--- config.mk ---
export PLATFORM = sky130hd
export DESIGN_NAME = issue_scheduler
export DESIGN_NICKNAME = d
export VERILOG_FILES = /design/src/rtl/issue_scheduler.sv
export SDC_FILE = /design/constraint.sdc
export NUM_CORES = 1
export LEC_CHECK = 0
export ABC_AREA = 1
export CELL_PAD_IN_SITES_DETAIL_PLACEMENT = 1
export CELL_PAD_IN_SITES_GLOBAL_PLACEMENT = 1
export CORE_ASPECT_RATIO = 2
export CORE_MARGIN = 4
export CORE_UTILIZATION = 33
export DETAILED_ROUTE_END_ITERATION = 10
export PLACE_DENSITY = 0.85
export SLEW_MARGIN = 20
export SYNTH_ARGS = -nofsm -noshare
export SYNTH_HDL_FRONTEND = slang
export SYNTH_SLANG_ARGS = --single-unit
export TNS_END_PERCENT = 100
--- constraint.sdc ---
create_clock -name clk -period 2.57 [get_ports clk]
set_input_delay 0.257 -clock clk [delete_from_list [all_inputs] [get_ports clk]]
set_output_delay 0.257 -clock clk [all_outputs]
set_load 0.03 [all_outputs]
--- src/rtl/issue_scheduler.sv ---
// In-order dual-issue scheduler: register scoreboard, unit reservation checks and hazard-stall counting
// between decode and the execution units.
module issue_scheduler #(
  parameter int FRONTEND_WIDTH = 2,
  parameter int NB_UNIT        = 6,
  parameter int NB_REGS        = 5
) (
  input  logic                                    clk,
  input  logic                                    reset,
  input  logic [FRONTEND_WIDTH-1:0]               dec_valid_i,
  input  logic [FRONTEND_WIDTH-1:0][NB_UNIT-1:0]  dec_unit_i,
  input  logic [FRONTEND_WIDTH-1:0][NB_REGS-1:0]  dec_rd_i,
  input  logic [FRONTEND_WIDTH-1:0]               dec_rd_v_i,
  input  logic [FRONTEND_WIDTH-1:0][NB_REGS-1:0]  dec_rs1_i,
  input  logic [FRONTEND_WIDTH-1:0][NB_REGS-1:0]  dec_rs2_i,
  input  logic [FRONTEND_WIDTH-1:0][1:0]          dec_rs_v_i,
  output logic [FRONTEND_WIDTH-1:0]               dec_accept_o,
  input  logic [NB_UNIT-1:0]                      unit_busy_i,
  output logic [FRONTEND_WIDTH-1:0]               iss_valid_o,
  output logic [FRONTEND_WIDTH-1:0][NB_UNIT-1:0]  iss_unit_o,
  output logic [FRONTEND_WIDTH-1:0][NB_REGS-1:0]  iss_rd_o,
  output logic [FRONTEND_WIDTH-1:0]               iss_rd_v_o,
  input  logic [1:0]                              wb_valid_i,
  input  logic [1:0][NB_REGS-1:0]                 wb_rd_i,
  input  logic                                    flush_i,
  output logic [(1<<NB_REGS)-1:0]                 sb_busy_o,
  output logic [31:0]                             stall_cnt_o
);

  localparam int NB_ARCH = 1 << NB_REGS;

  logic [NB_ARCH-1:0]        sb_q;
  logic [NB_ARCH-1:0]        sb_d;
  logic [FRONTEND_WIDTH-1:0] unit_ok;
  logic [FRONTEND_WIDTH-1:0] hazard_ok;
  logic [FRONTEND_WIDTH-1:0] issue;
  logic                      pair_dep;
  logic                      hazard_stall;
  logic [31:0]               stall_q;

  // Hazards look only at the registered scoreboard, so a writeback helps from the next cycle on.
  always_comb begin
    unit_ok   = '0;
    hazard_ok = '0;
    for (int s = 0; s < FRONTEND_WIDTH; s++) begin
      unit_ok[s]   = ~|(dec_unit_i[s] & unit_busy_i);
      hazard_ok[s] = !((dec_rs_v_i[s][0] && sb_q[dec_rs1_i[s]]) ||
                       (dec_rs_v_i[s][1] && sb_q[dec_rs2_i[s]]) ||
                       (dec_rd_v_i[s]    && sb_q[dec_rd_i[s]]));
    end
  end

  assign pair_dep = dec_rd_v_i[0] && (dec_rd_i[0] != '0) &&
                    ((dec_rs_v_i[1][0] && (dec_rs1_i[1] == dec_rd_i[0])) ||
                     (dec_rs_v_i[1][1] && (dec_rs2_i[1] == dec_rd_i[0])) ||
                     (dec_rd_v_i[1]    && (dec_rd_i[1]  == dec_rd_i[0])));

  assign issue[0] = !flush_i && dec_valid_i[0] && unit_ok[0] && hazard_ok[0];
  assign issue[1] = issue[0] && dec_valid_i[1] && unit_ok[1] && hazard_ok[1] &&
                    (dec_unit_i[0] != dec_unit_i[1]) && !pair_dep;

  assign dec_accept_o = issue;
  assign hazard_stall = dec_valid_i[0] && !flush_i && !hazard_ok[0];

  // Clears are applied before sets so a new producer wins over a same-cycle writeback.
  always_comb begin
    sb_d = sb_q;
    for (int w = 0; w < 2; w++) begin
      if (wb_valid_i[w]) sb_d[wb_rd_i[w]] = 1'b0;
    end
    for (int s = 0; s < FRONTEND_WIDTH; s++) begin
      if (issue[s] && dec_rd_v_i[s]) sb_d[dec_rd_i[s]] = 1'b1;
    end
    sb_d[0] = 1'b0;
    if (flush_i) sb_d = '0;
  end

  always_ff @(posedge clk or posedge reset) begin
    if (reset) begin
      sb_q        <= '0;
      stall_q     <= '0;
      iss_valid_o <= '0;
      iss_unit_o  <= '0;
      iss_rd_o    <= '0;
      iss_rd_v_o  <= '0;
    end else begin
      sb_q <= sb_d;
      if (hazard_stall) stall_q <= stall_q + 32'd1;
      for (int s = 0; s < FRONTEND_WIDTH; s++) begin
        iss_valid_o[s] <= issue[s];
        if (issue[s]) begin
          iss_unit_o[s] <= dec_unit_i[s];
          iss_rd_o[s]   <= dec_rd_i[s];
          iss_rd_v_o[s] <= dec_rd_v_i[s];
        end
      end
    end
  end

  assign sb_busy_o   = sb_q;
  assign stall_cnt_o = stall_q;

endmodule
-- After elaboration in Yosys (flattened, before gate mapping)
Cells that the tools add are included.
- input bits: 71
- output and inout bits: 92
- logic and storage cells: 100
- register bits: 90
- add/sub/neg operators: 1
- magnitude comparators: 12
- reduce and logical (&&, ||, !) cells: 41
- mux-type cells: 25
- equal/unequal tests: 4
- bitwise operators: 8
- operator list (cell ; count):
    32-bit 2-to-1 mux ; 5
    32-bit bitwise AND ; 2
    32-bit NOT ; 2
    32-bit OR ; 2
    5-bit by 6-bit less-than comparator with 1-bit output (second input constant) ; 8
    32-bit by 1-bit adder with 32-bit output (second input constant) ; 1
    1-bit binary-select mux with 5-bit select ; 6
    1-bit logical AND ; 26
    1-bit demux with 5-bit select ; 4
    5-bit by 1-bit >= comparator with 1-bit output (second input constant) ; 4
    5-bit equality test ; 3
    6-bit bitwise AND ; 2
    6-bit OR reduction ; 2
    1-bit 2-to-1 mux ; 10
    1-bit logical NOT ; 6
    1-bit logical OR ; 6
    6-bit != test ; 1
    5-bit nonzero test ; 1

-- Logic depth before layout (Yosys ltp)
- word-level depth: 15
- mapped depth: 18
- depth with buffers taken out: 16

-- Least setup slack after synthesis
OpenSTA, ideal clock, no wires.
- path type: reg-to-reg
- start point: register stall_q[2] (netlist: stall_cnt_o[2])
- end point: register stall_q[22] (netlist: stall_cnt_o[22])
- required time: 2447 ps
- path slack: 599 ps
- path buffers: 0
- period minus slack after synthesis: 1971 ps
- library setup time: 123 ps
- arrival time: 1848 ps
- cell stages (with the launch flop): 11
- cells stage by stage: dfrtp_1 > inv_1 > nor3_1 > nand4_1 > nor2_1 > inv_1 > nor2_1 > inv_1 > nor2_2 > nand2_1 > xor2_1
- cells in the longest elaborated chain, start to end: 1
- ends and longest elaborated chain (item ; RTL line ; RTL):
    start, declared ; 39 ; logic [31:0] stall_q;
    start signal, assigned ; 88 ; if (hazard_stall) stall_q <= stall_q + 32'd1;
    32-bit by 1-bit adder with 32-bit output ; 88 ;
Every way passes these cells.
A chain may end at the register's enable or synchronous reset.

-- Final worst setup path
- start point: register sb_q[7] (netlist: sb_busy_o[7])
- end point: output dec_accept_o[1]
- cells in the longest elaborated chain, start to end: 12
- elaborated cells on any way between the ends: 30
- those cells by class: mux (12); reduce/logical (18)
- ends and longest elaborated chain (item ; RTL line ; RTL):
    start, declared ; 32 ; logic [NB_ARCH-1:0] sb_q;
    start signal, assigned ; 80 ; sb_q <= '0;
    start signal, assigned ; 87 ; sb_q <= sb_d;
    1-bit binary-select mux with 5-bit select (on tied branches) ; 47, 48 ;
    1-bit 2-to-1 mux (on tied branches) ; 47, 48 ;
    1-bit logical AND (on tied branches) ; 47, 48 ;
    1-bit logical OR ; 47 ; hazard_ok[s] = !((dec_rs_v_i[s][0] && sb_q[dec_rs1_i[s]]) ||
    1-bit logical OR ; 48 ; (dec_rs_v_i[s][1] && sb_q[dec_rs2_i[s]]) ||
    1-bit logical NOT ; 47 ;
    1-bit logical AND ; 58 ; assign issue[0] = !flush_i && dec_valid_i[0] && unit_ok[0] && hazard_ok[0];
    1-bit logical AND (2 in series) ; 59 ; assign issue[1] = issue[0] && dec_valid_i[1] && unit_ok[1] && hazard_ok[1] &&
    1-bit logical AND * (2 in series) ; 59 ;
    1-bit logical AND * ; 60 ; (dec_unit_i[0] != dec_unit_i[1]) && !pair_dep;
    end, declared ; 17 ; output logic [FRONTEND_WIDTH-1:0] dec_accept_o,
Every way passes the cells marked *; elsewhere a longest branch is shown, timed or not. The select of a mux whose other input is x is not followed.

==> results_dict.tcl <==
set metrics [dict create \
    floorplan.die.width_um 118.0 \
    setup.worst_path.end_class "primary output" \
    coreArea_um2 23820 \
    standby_leakage_power_nw 5.044 \
    final-max-slew-violation-count 0 \
    clkSinkCount 89 \
    total_of_buffers_placed_on_input_and_output_ports 161 \
    timing.critical_path.cells "inv_1 > nand2_1 > nand3_1 > nand3_1 > nand3_1 > nand3_1 > nand3_1 > nand3_2 > nor2_4 > nand2_2 > inv_2 > buf_6" \
    ir_drop_mv 0.3581 \
    dp.cells 1793 \
    synthesis.instances 1295 \
    floorplan.io_pins 163 \
    std_cell_rows 80 \
    cts_tree "built" \
    cts_buffers 9 \
    grt_use_total_pct 28.80 \
    rr_startpoint "sb_busy_o[7]" \
    reg2regPathDepth 13 \
    pin_count_of_the_biggest_net_entering_global_routing 63 \
    internal-power_mw 2.989 \
    p_switching_mw 1.682 \
    synth-seq-area-share_pct 27.86 \
    setup_viol_count_final 0 \
    via_total_after_detailed_routing 10140 \
    drc_marker_count_from_the_first_detailed_route_iteration 587 \
    routedWlPerCell_um 21.92 \
    placement.setup.worst_slack_ns -0.2377 \
    synth_top_cells_by_area "sky130_fd_sc_hd__dfrtp_1, sky130_fd_sc_hd__nand2_1, sky130_fd_sc_hd__nand3_1, sky130_fd_sc_hd__inv_1, sky130_fd_sc_hd__o21ai_0" \
    fin_total_pwr_mw 4.671 \
    ys_ff_latch 89 \
    power.combinational.fraction_pct 33.9 \
    root_buffer "sky130_fd_sc_hd__clkbuf_16" \
    post-dp-hpwl_um 31420 \
    synth_top_area_share_pct 27.86 \
    floorplan.initialDensity_pct 33.55 \
    clock_latency_reported_for_the_late_side_of_the_worst_skew_pair_ns 0.36 \
    finish.cell_count_without_fillers 1816 \
    p_seq_share_pct 35.7 \
    synthesis.area_um2 7993 \
    hold_class "in2async" \
    fraction_of_final_layout_cells_sized_beyond_drive_strength_1_pct 12.88 \
    worst-r2r-setup-slack_ns 0.16 \
    finish.net_count 1596 \
    final_critical_path_time_including_i_o_delays_and_setup_ns 2.506 \
    synthDominantAreaCellType "sky130_fd_sc_hd__dfrtp_1" \
    n_antenna_cell 0 \
    design_area_um2 11000 \
    postSynth.asyncResetShare_pct 100.0 \
    critical_path.most_common_cell "sky130_fd_sc_hd__nand3_1" \
    crit_path_top_delay_cell "sky130_fd_sc_hd__dfrtp_1" \
    grt_antenna_before_repair 0 \
    syn_area_per_cell_um2 6.172 \
    netlist-cell-type-count 37 \
    sw_frac_of_total_pct 36.00 \
    outcome "finished clean" \
    clk_transition_reported_paths_ns 0.06 \
    postPlaceCellArea_um2 10510 \
    fp.dieArea_um2 26920 \
    worstSetupStartpointType "register" \
    synth_flop_cell "sky130_fd_sc_hd__dfrtp_1" \
    headroom_to_the_max_slew_limit_pct 57.18 \
    layout_setup_ws_ns 0.06359 \
    drt-vias-per-instance 5.584 \
    chipHeight_um 228.1 \
    setup.worst_path.class "reg2out" \
    maxClockFrequency_mhz 399.0 \
    pwr_density_cell_nw_per_um2 424.5 \
    drcViolationCount 0 \
    worst_r2r_endpoint "sb_busy_o[29]" \
    global_route_wire_length_before_repair_um 60660 \
    htree_num_levels 3 \
    timing_worst_slew_pin_value_ns 0.6422 \
    max-cap-violations 0 \
    timing.hold.ws_ns 0.2165 \
    critical_path.max_stage_delay_ns 0.47 \
    routabilityCongestion 1.023 \
    post_syn_nets 1367 \
    synthToLayoutAreaGrowth_pct 37.68 \
    postRouteWirelength_um 39810 \
    grt_pass1_vias 10860 \
    worst-endpoint-arrival_ns 2.25 \
    synth-edff-count 0 \
    path_buf_inv 3 \
    worst_path_dominant_cell_family "simple AND/OR/NAND/NOR gates" \
    yosys_synthesis_warning_count 0 \
    grt_overflow 0 \
    clock-skew-final_ns 0.01243 \
    timing_hold_violations_final 0 \
    first_pass_iters 4 \
    timing.final.crit_share_pct 97.53 \
    clk_path_buf_depth 2 \
    path_max_fanout 5 \
    pwr-share-clk_pct 30.4 \
    antenna_left 0 \
    cp.required_ns 2.31 \
]
==> layer usage <==
metal	wire length, um	global-route usage, %	up-vias
li1	-	-	4676
met1	13360	27.66	4930
met2	20970	53.02	367
met3	1669	4.660	167
met4	3810	23.63	0
met5	0	0	-
==> cell usage in the layout, fill, tap and decap left out, drive strengths merged, types with 2 or more instances in the layout <==
cell,n
o21a,7
nand3,149
xor2,27
buf,115
clkdlybuf4s50,154
o21ai,87
dfrtp,89
nand4,42
inv,175
clkbuf,15
a221oi,2
clkinv,4
o221ai,26
nor3,55
o211ai,3
dlymetal6s2s,4
nor2,82
nor4,3
nand3b,2
xnor2,5
a21oi,59
nand2,418
==> through the flow <==
step,util [%],TNS (ns)
after floorplan,-,0
after global placement,44.11,-6.781
after detailed placement,44.11,-9.322
after CTS,45.76,0
after global routing,46.19,-0.05980
final,46.19,0
==> worst reg2reg max path: stages, from the launching register on <==
cell and delay [ns]:
sky130_fd_sc_hd__dfrtp_1 0.47, sky130_fd_sc_hd__inv_1 0.26, sky130_fd_sc_hd__nand2_1 0.09, sky130_fd_sc_hd__nand3_1 0.09, sky130_fd_sc_hd__nand3_1 0.08, sky130_fd_sc_hd__nand3_1 0.07
sky130_fd_sc_hd__nand3_1 0.09, sky130_fd_sc_hd__nand3_2 0.18, sky130_fd_sc_hd__nand3_4 0.12, sky130_fd_sc_hd__nor2_4 0.12, sky130_fd_sc_hd__buf_6 0.14, sky130_fd_sc_hd__buf_16 0.24
sky130_fd_sc_hd__nand4_1 0.13, sky130_fd_sc_hd__a21oi_1 0.24
==> repair_timing <==
| action | in CTS | in global routing |
|---|---|---|
| hold buffers | 0 | 0 |
| endpoints found under the hold margin | 0 | 0 |
| pin swaps | 1 | 3 |
| resized for setup | 23 | 16 |
| endpoints found under the setup margin | 2 | 14 |
| gates cloned | 0 | 2 |
| setup buffers | 4 | 2 |
==> cells by family (layout without fill, tap and decap cells) <==
family | Yosys count | after routing | synth area share [%]
adders and majority gates | 1 | 1 | 0.1565
other | 1 | 1 | 0.04692
DFF | 89 | 89 | 27.86
xor gates and xnor gates | 32 | 32 | 3.882
and+or+nand+nor | 751 | 751 | 41.61
AOI/OAI and AO/OA | 185 | 185 | 13.23
buffers and inverters | 236 | 470 | 13.21
==> registers in the layout (all words and copies together) (netlist names) <==
register and count:
sb_busy_o 31, stall_cnt_o 32, iss_rd_v_o 2, iss_unit_o 12
iss_valid_o 2, iss_rd_o 10
==> synthesized netlist by cell type, types with 2 or more instances <==
cell type	count
sky130_fd_sc_hd__a21oi_1	59
sky130_fd_sc_hd__a221oi_1	2
sky130_fd_sc_hd__buf_1	3
sky130_fd_sc_hd__buf_2	24
sky130_fd_sc_hd__buf_4	9
sky130_fd_sc_hd__buf_6	12
sky130_fd_sc_hd__clkbuf_1	9
sky130_fd_sc_hd__dfrtp_1	89
sky130_fd_sc_hd__inv_1	166
sky130_fd_sc_hd__inv_2	11
sky130_fd_sc_hd__nand2_1	415
sky130_fd_sc_hd__nand2_4	2
sky130_fd_sc_hd__nand3_1	148
sky130_fd_sc_hd__nand3b_1	2
sky130_fd_sc_hd__nand4_1	42
sky130_fd_sc_hd__nor2_1	72
sky130_fd_sc_hd__nor2_2	3
sky130_fd_sc_hd__nor2_4	7
sky130_fd_sc_hd__nor3_1	48
sky130_fd_sc_hd__nor3_2	6
sky130_fd_sc_hd__nor4_1	3
sky130_fd_sc_hd__o211ai_1	3
sky130_fd_sc_hd__o21a_1	7
sky130_fd_sc_hd__o21ai_0	68
sky130_fd_sc_hd__o21ai_1	19
sky130_fd_sc_hd__o221ai_1	26
sky130_fd_sc_hd__xnor2_1	5
sky130_fd_sc_hd__xor2_1	23
sky130_fd_sc_hd__xor2_2	4
==> worst max-delay path by stage <==
stage | startpoint | to | slack (ns) | depth (start not counted)
after floorplan | reset | iss_rd_o[0] | 0.006 | 1
after global placement | dec_rs1_i[0] | sb_busy_o[29] | -0.18 | 13
after detailed placement | dec_rs1_i[0] | sb_busy_o[29] | -0.24 | 13
after CTS | dec_rd_i[1] | dec_accept_o[1] | 0.02 | 13
after global routing | sb_busy_o[13] | dec_accept_o[1] | -0.06 | 15
final | sb_busy_o[7] | dec_accept_o[1] | 0.06 | 12
==> cell type report <==
| type | count | area, um^2 |
|---|---|---|
| clock inverters | 3 | 47.55 |
| repair buffers | 276 | 2674 |
| multi-input cells | 970 | 4735 |
| inverters | 178 | 674.4 |
| clock buffers | 13 | 270.3 |
| fillers | 3151 | 12820 |
| well taps | 287 | 359.1 |
| flip-flops and latches | 89 | 2245 |
==> power groups by stage <==
| stage | sequential (mW) | combinational [mW] | clock (mW) |
|---|---|---|---|
| final | 1.67 | 1.58 | 1.42 |
| after global routing | 1.69 | 1.69 | 1.52 |
| after CTS | 1.67 | 1.57 | 1.46 |
| after detailed placement | 1.69 | 1.55 | 0 |
| after global placement | 1.69 | 1.53 | 0 |
| after floorplan | 1.93 | 0.556 | 0 |
No activity file was read; power rests on OpenSTA's default activity.
==> RTL edit 1: new RTL, same flow settings <==
`sb_q` no longer has a reset.
--- a/src/rtl/issue_scheduler.sv
+++ b/src/rtl/issue_scheduler.sv
@@ -77,14 +77,12 @@
 
   always_ff @(posedge clk or posedge reset) begin
     if (reset) begin
-      sb_q        <= '0;
       stall_q     <= '0;
       iss_valid_o <= '0;
       iss_unit_o  <= '0;
       iss_rd_o    <= '0;
       iss_rd_v_o  <= '0;
     end else begin
-      sb_q <= sb_d;
       if (hazard_stall) stall_q <= stall_q + 32'd1;
       for (int s = 0; s < FRONTEND_WIDTH; s++) begin
         iss_valid_o[s] <= issue[s];
@@ -97,6 +95,10 @@
     end
   end
 
+  always_ff @(posedge clk) begin
+    sb_q <= sb_d;
+  end
+
   assign sb_busy_o   = sb_q;
   assign stall_cnt_o = stall_q;
 
Function: changed (a bounded check fails within 4 cycles, from zero or initial values and one cycle with reset high).
==> RTL edit 1 against the unedited design <==
The flow now finishes with violations (negative setup slack); final area fell by 6.6%; highest routed layer unchanged; sequential power shrank 3%; sequential cell count stayed put; first-iteration DRC count rose by 48%; hold slack gained 26 ps; critical endpoint is now dec_accept_o[0]; critical path type is now in -> out; critical path depth is the same; area after synthesis shrank 8.9%; setup slack worse by 71 ps; non-clock buffer count down 18; fmax decreased by 2.8%; cell count is 3.4% lower; wire length fell by 5.6%; power down 6.0%; synthesized cell count is 3.2% lower.
==> RTL edit 1: results (changes against the unedited design) <==
- Result of the run: finished, violations left
- Violations in the final reports: negative setup slack
- Fillcell total: 2966 (-5.9%)
- Total Power: 4.39 mW (-6.0%)
- Post-Route Skew: 19.2 ps (+6.77 ps)
- Share of flip-flops with an asynchronous set or reset: 65.2% (-35 points)
- Vias: 9722 (-4.1%)
- Number of setup violations in the final report: 1 (+1)
- Met3 usage in global routing: 3.55% (-1.1 points)
- Area contributors post-synth: sky130_fd_sc_hd__nand2_1 (24%), sky130_fd_sc_hd__dfrtp_1 (20%), sky130_fd_sc_hd__nand3_1 (11%)
- Post-synthesis cell count: 1254 (-3.2%)
- Most common library cells after synthesis: sky130_fd_sc_hd__nand2_1 (460), sky130_fd_sc_hd__nor2_1 (178), sky130_fd_sc_hd__nand3_1 (153)
- Starting DRC count in detailed routing: 869 (+48%)
- Post-detailed-route wirelength per cell: 21.4 µm (-2.3%)
- Standard-cell row count: 76 (-5.0%)
- Final WL: 37600 µm (-5.6%)
- Proportion of layout cells with a drive suffix above 1: 11.6% (-1.3 points)
- Flip-flop and latch area: 2100 µm² (-6.4%)
- Placed wire-length estimate after detailed placement: 29000 µm (-7.8%)
- Total Routing Usage GR: 30.0% (+1.2 points)
- Post-placement cell count: 1731 (-3.5%)
- Worst Slack Setup Final: -7.69 ps (-71.3 ps)
- Sw frac: 35.3% (-0.68 points)
- Number of distinct library cell variants in the gate-level netlist after synthesis: 30 (-19%)
- Minimum setup slack after placement: -258 ps (-20.6 ps)
- Setup Total Neg Slack: -7.69 ps (-7.69 ps)
- Met3 wire len: 1590 µm (-5.0%)
- First-pass iteration count of the detailed router: 5 (+1)
==> RTL edit 1: cell count changes after synthesis, sizes merged, moves of 6 or more <==
cell   change
nand4     -30
nand3      +6
nor2      +98
inv       -61
o21ai     -29
a21oi     -43
dfrtp     -31
nand2     +43
buf        -8
o21a       -7
dfxtp     +31
nor3      -13
==> RTL edit 1: critical path, delay by kind of cell <==
family | cells | cell delay, ps
simple gates | 8 | 990
buf+inv | 4 | 1070
==> RTL edit 1: cell families (layout without fill, tap and decap cells) <==
kind of cell | Yosys count | count (layout) | synth area share [%]
XOR/XNOR | 33 | 33 | 3.97
buffers and inverters | 164 | 391 | 9.40
AND/OR/NAND/NOR | 860 | 860 | 49.0
adder cells (fa/ha/maj) | 1 | 1 | 0.172
flip-flops | 89 | 89 | 28.5
other | 1 | 1 | 0.0515
AO/OA/AOI/OAI | 106 | 106 | 8.92
==> RTL edit 1: final cells by class <==
type	count	share of cell area (%)
tap	273	3.32
multi-input combinational	1001	44.5
sequential	89	20.4
clock inverter	5	0.621
clock buffer	11	2.36
timing repair buffer	258	24.5
inverter	117	4.27
==> RTL edit 1: timing repair <==
item,in CTS,in global routing
cloned,1,3
resized for setup,31,20
pin swaps,2,2
setup endpoints to repair,2,14
buffers inserted,1,2
==> RTL edit 1: path summary, 6_finish.rpt <==
path | startpoint | end | slack, ps | cells past startpoint
hold reg to reg | iss_unit_o[1] | iss_unit_o[1] | 490 | 2
setup reg to reg | sb_busy_o[12] | stall_cnt_o[31] | 190 | 17
setup / recovery | dec_rd_i[3] | dec_accept_o[0] | -8 | 12
hold / removal | reset | iss_unit_o[9] | 240 | 2
min in group clk | iss_unit_o[1] | iss_unit_o[1] | 490 | 2
max in group asynchronous | reset | stall_cnt_o[26] | 1740 | 3
==> RTL edit 2: new RTL, config.mk and constraints unchanged <==
Made on the original files. `NB_UNIT`: 6 -> 3.
--- a/src/rtl/issue_scheduler.sv
+++ b/src/rtl/issue_scheduler.sv
@@ -2,7 +2,7 @@
 // between decode and the execution units.
 module issue_scheduler #(
   parameter int FRONTEND_WIDTH = 2,
-  parameter int NB_UNIT        = 6,
+  parameter int NB_UNIT        = 3,
   parameter int NB_REGS        = 5
 ) (
   input  logic                                    clk,
Interface: changed (resized dec_unit_i, iss_unit_o and unit_busy_i); port bits go from 163 to 148. No check against the original RTL was run, so the function may have changed too.
==> RTL edit 2 against the unedited design <==
Final area is 2.3% lower; sequential cell count decreased by 6; wire length is essentially flat; setup slack better by 25 ps; critical path depth up 2; area after synthesis is 5.1% lower; power increased by 2.2%; largest cell class unchanged; largest power group is now combinational cells; highest routed layer unchanged.
==> RTL edit 2: results (changes against the unedited design) <==
- Proportion of layout cells with a drive suffix above 1: 15.8% (+2.9 points)
- Post-Route Skew: 17.8 ps (+5.35 ps)
- Result of the run: finished clean
- Critical-path top delay cell: sky130_fd_sc_hd__dfrtp_1
- Data arrival time of the critical path: 2220 ps (-30 ps)
- Area contributors post-synth: sky130_fd_sc_hd__dfrtp_1 (27%), sky130_fd_sc_hd__nand2_1 (21%), sky130_fd_sc_hd__nand3_1 (8.8%)
- Initial antenna violation count: 0 (unchanged)
- Number of nets in the layout: 1574 (-1.4%)
- Peak per-stage delay on the critical path: 440 ps (-30 ps)
- Cell leakage power: 4.90 nW (-2.9%)
- Placed wire-length estimate after detailed placement: 31900 µm (+1.5%)
- Starting DRC count in detailed routing: 712 (+21%)
- Via count of the first global-routing pass: 10774 (-0.79%)
- First-pass iteration count of the detailed router: 5 (+1)
- Minimum clock period after layout: 2480 ps (-24.6 ps)
- Worst-case headroom to the max-slew limit: 49.9% (-7.2 points)
- Pin count of the biggest net entering global routing: 37 (-41%)
- Minimum setup slack after placement: -430 ps (-192 ps)
- Most common library cells after synthesis: sky130_fd_sc_hd__nand2_1 (434), sky130_fd_sc_hd__inv_1 (138), sky130_fd_sc_hd__nand3_1 (134)
- Post-detailed-route wirelength per cell: 22.1 µm (+1.0%)
- Net Sw Power: 1.86 mW (+11%)
- Part of the Yosys area used for sequential elements: 27.4% (-0.48 points)
- Wire length of the first global-routing pass: 60700 µm (about the same)
- Maximum VDD drop: 0.604 mV (+69%)
- Number of vias per cell: 5.59 (+0.20%)
- Number of distinct library cell variants in the gate-level netlist after synthesis: 33 (-11%)
## RTL edit 2: what timing repair did
item	in CTS	in global routing
gates cloned	1	0
resized for setup	36	26
pin swaps	1	10
setup endpoints to repair	43	30
buffers inserted	2	4
## RTL edit 2: worst paths after layout
check	start	endpoint	slack (ps)	cells after the start
hold / removal	reset	iss_valid_o[0]	270	2
setup reg to reg	sb_busy_o[26]	sb_busy_o[14]	170	15
setup / recovery	sb_busy_o[26]	dec_accept_o[1]	90	14
hold reg to reg	iss_unit_o[5]	iss_unit_o[5]	480	2
max in group asynchronous	reset	iss_unit_o[2]	1610	3
min in group clk	dec_rd_i[1]	iss_rd_o[1]	470	4
## RTL edit 2: power by group through the flow
| stage | clock network, mW | logic [mW] | registers [mW] |
|---|---|---|---|
| floorplan | 0 | 0.611 | 1.90 |
| global placement | 0 | 1.73 | 1.63 |
| detailed placement | 0 | 1.76 | 1.63 |
| CTS | 1.38 | 1.79 | 1.61 |
| global route | 1.42 | 1.94 | 1.64 |
| finish | 1.35 | 1.81 | 1.62 |
## RTL edit 2: cells by family (layout without fill, tap and decap cells)
logic type	Yosys count	after routing	synth area share, %
AND/OR/NAND/NOR	781	781	44.9
buffers and inverters	205	463	11.5
AO/OA/AOI/OAI	149	149	11.6
flip-flops	83	83	27.4
XOR/XNOR	38	38	4.39
adder cells (fa/ha/maj)	1	1	0.165
other	1	1	0.0494
## RTL edit 2: metrics by stage
step                util (%)  hold slack, ps  cells  instance area, µm²  TNS, ps
global placement        45.3             454   1773               10300   -34000
detailed placement      45.3             464   1773               10300   -28940
floorplan                  -             320   1258                7580        0
finish                  47.5             268   1796               10800        0
CTS                     47.1             264   1792               10700        0
global route            47.5             322   1796               10800    -56.4
## RTL edit 2: layout make-up
class / count / share of cell area, %
well taps: 280 / 3.26
multi-input cells: 970 / 43.8
inverters: 147 / 5.18
repair buffers: 300 / 25.5
clock inverters: 6 / 0.593
clock buffers: 10 / 2.13
flip-flops and latches: 83 / 19.6
## RTL edit 2: per-layer routing
layer	wire [µm]	global-route usage (%)
met1	13100	30.0
met3	1580	3.27
met5	0	0
met2	20600	55.3
met4	4480	28.3
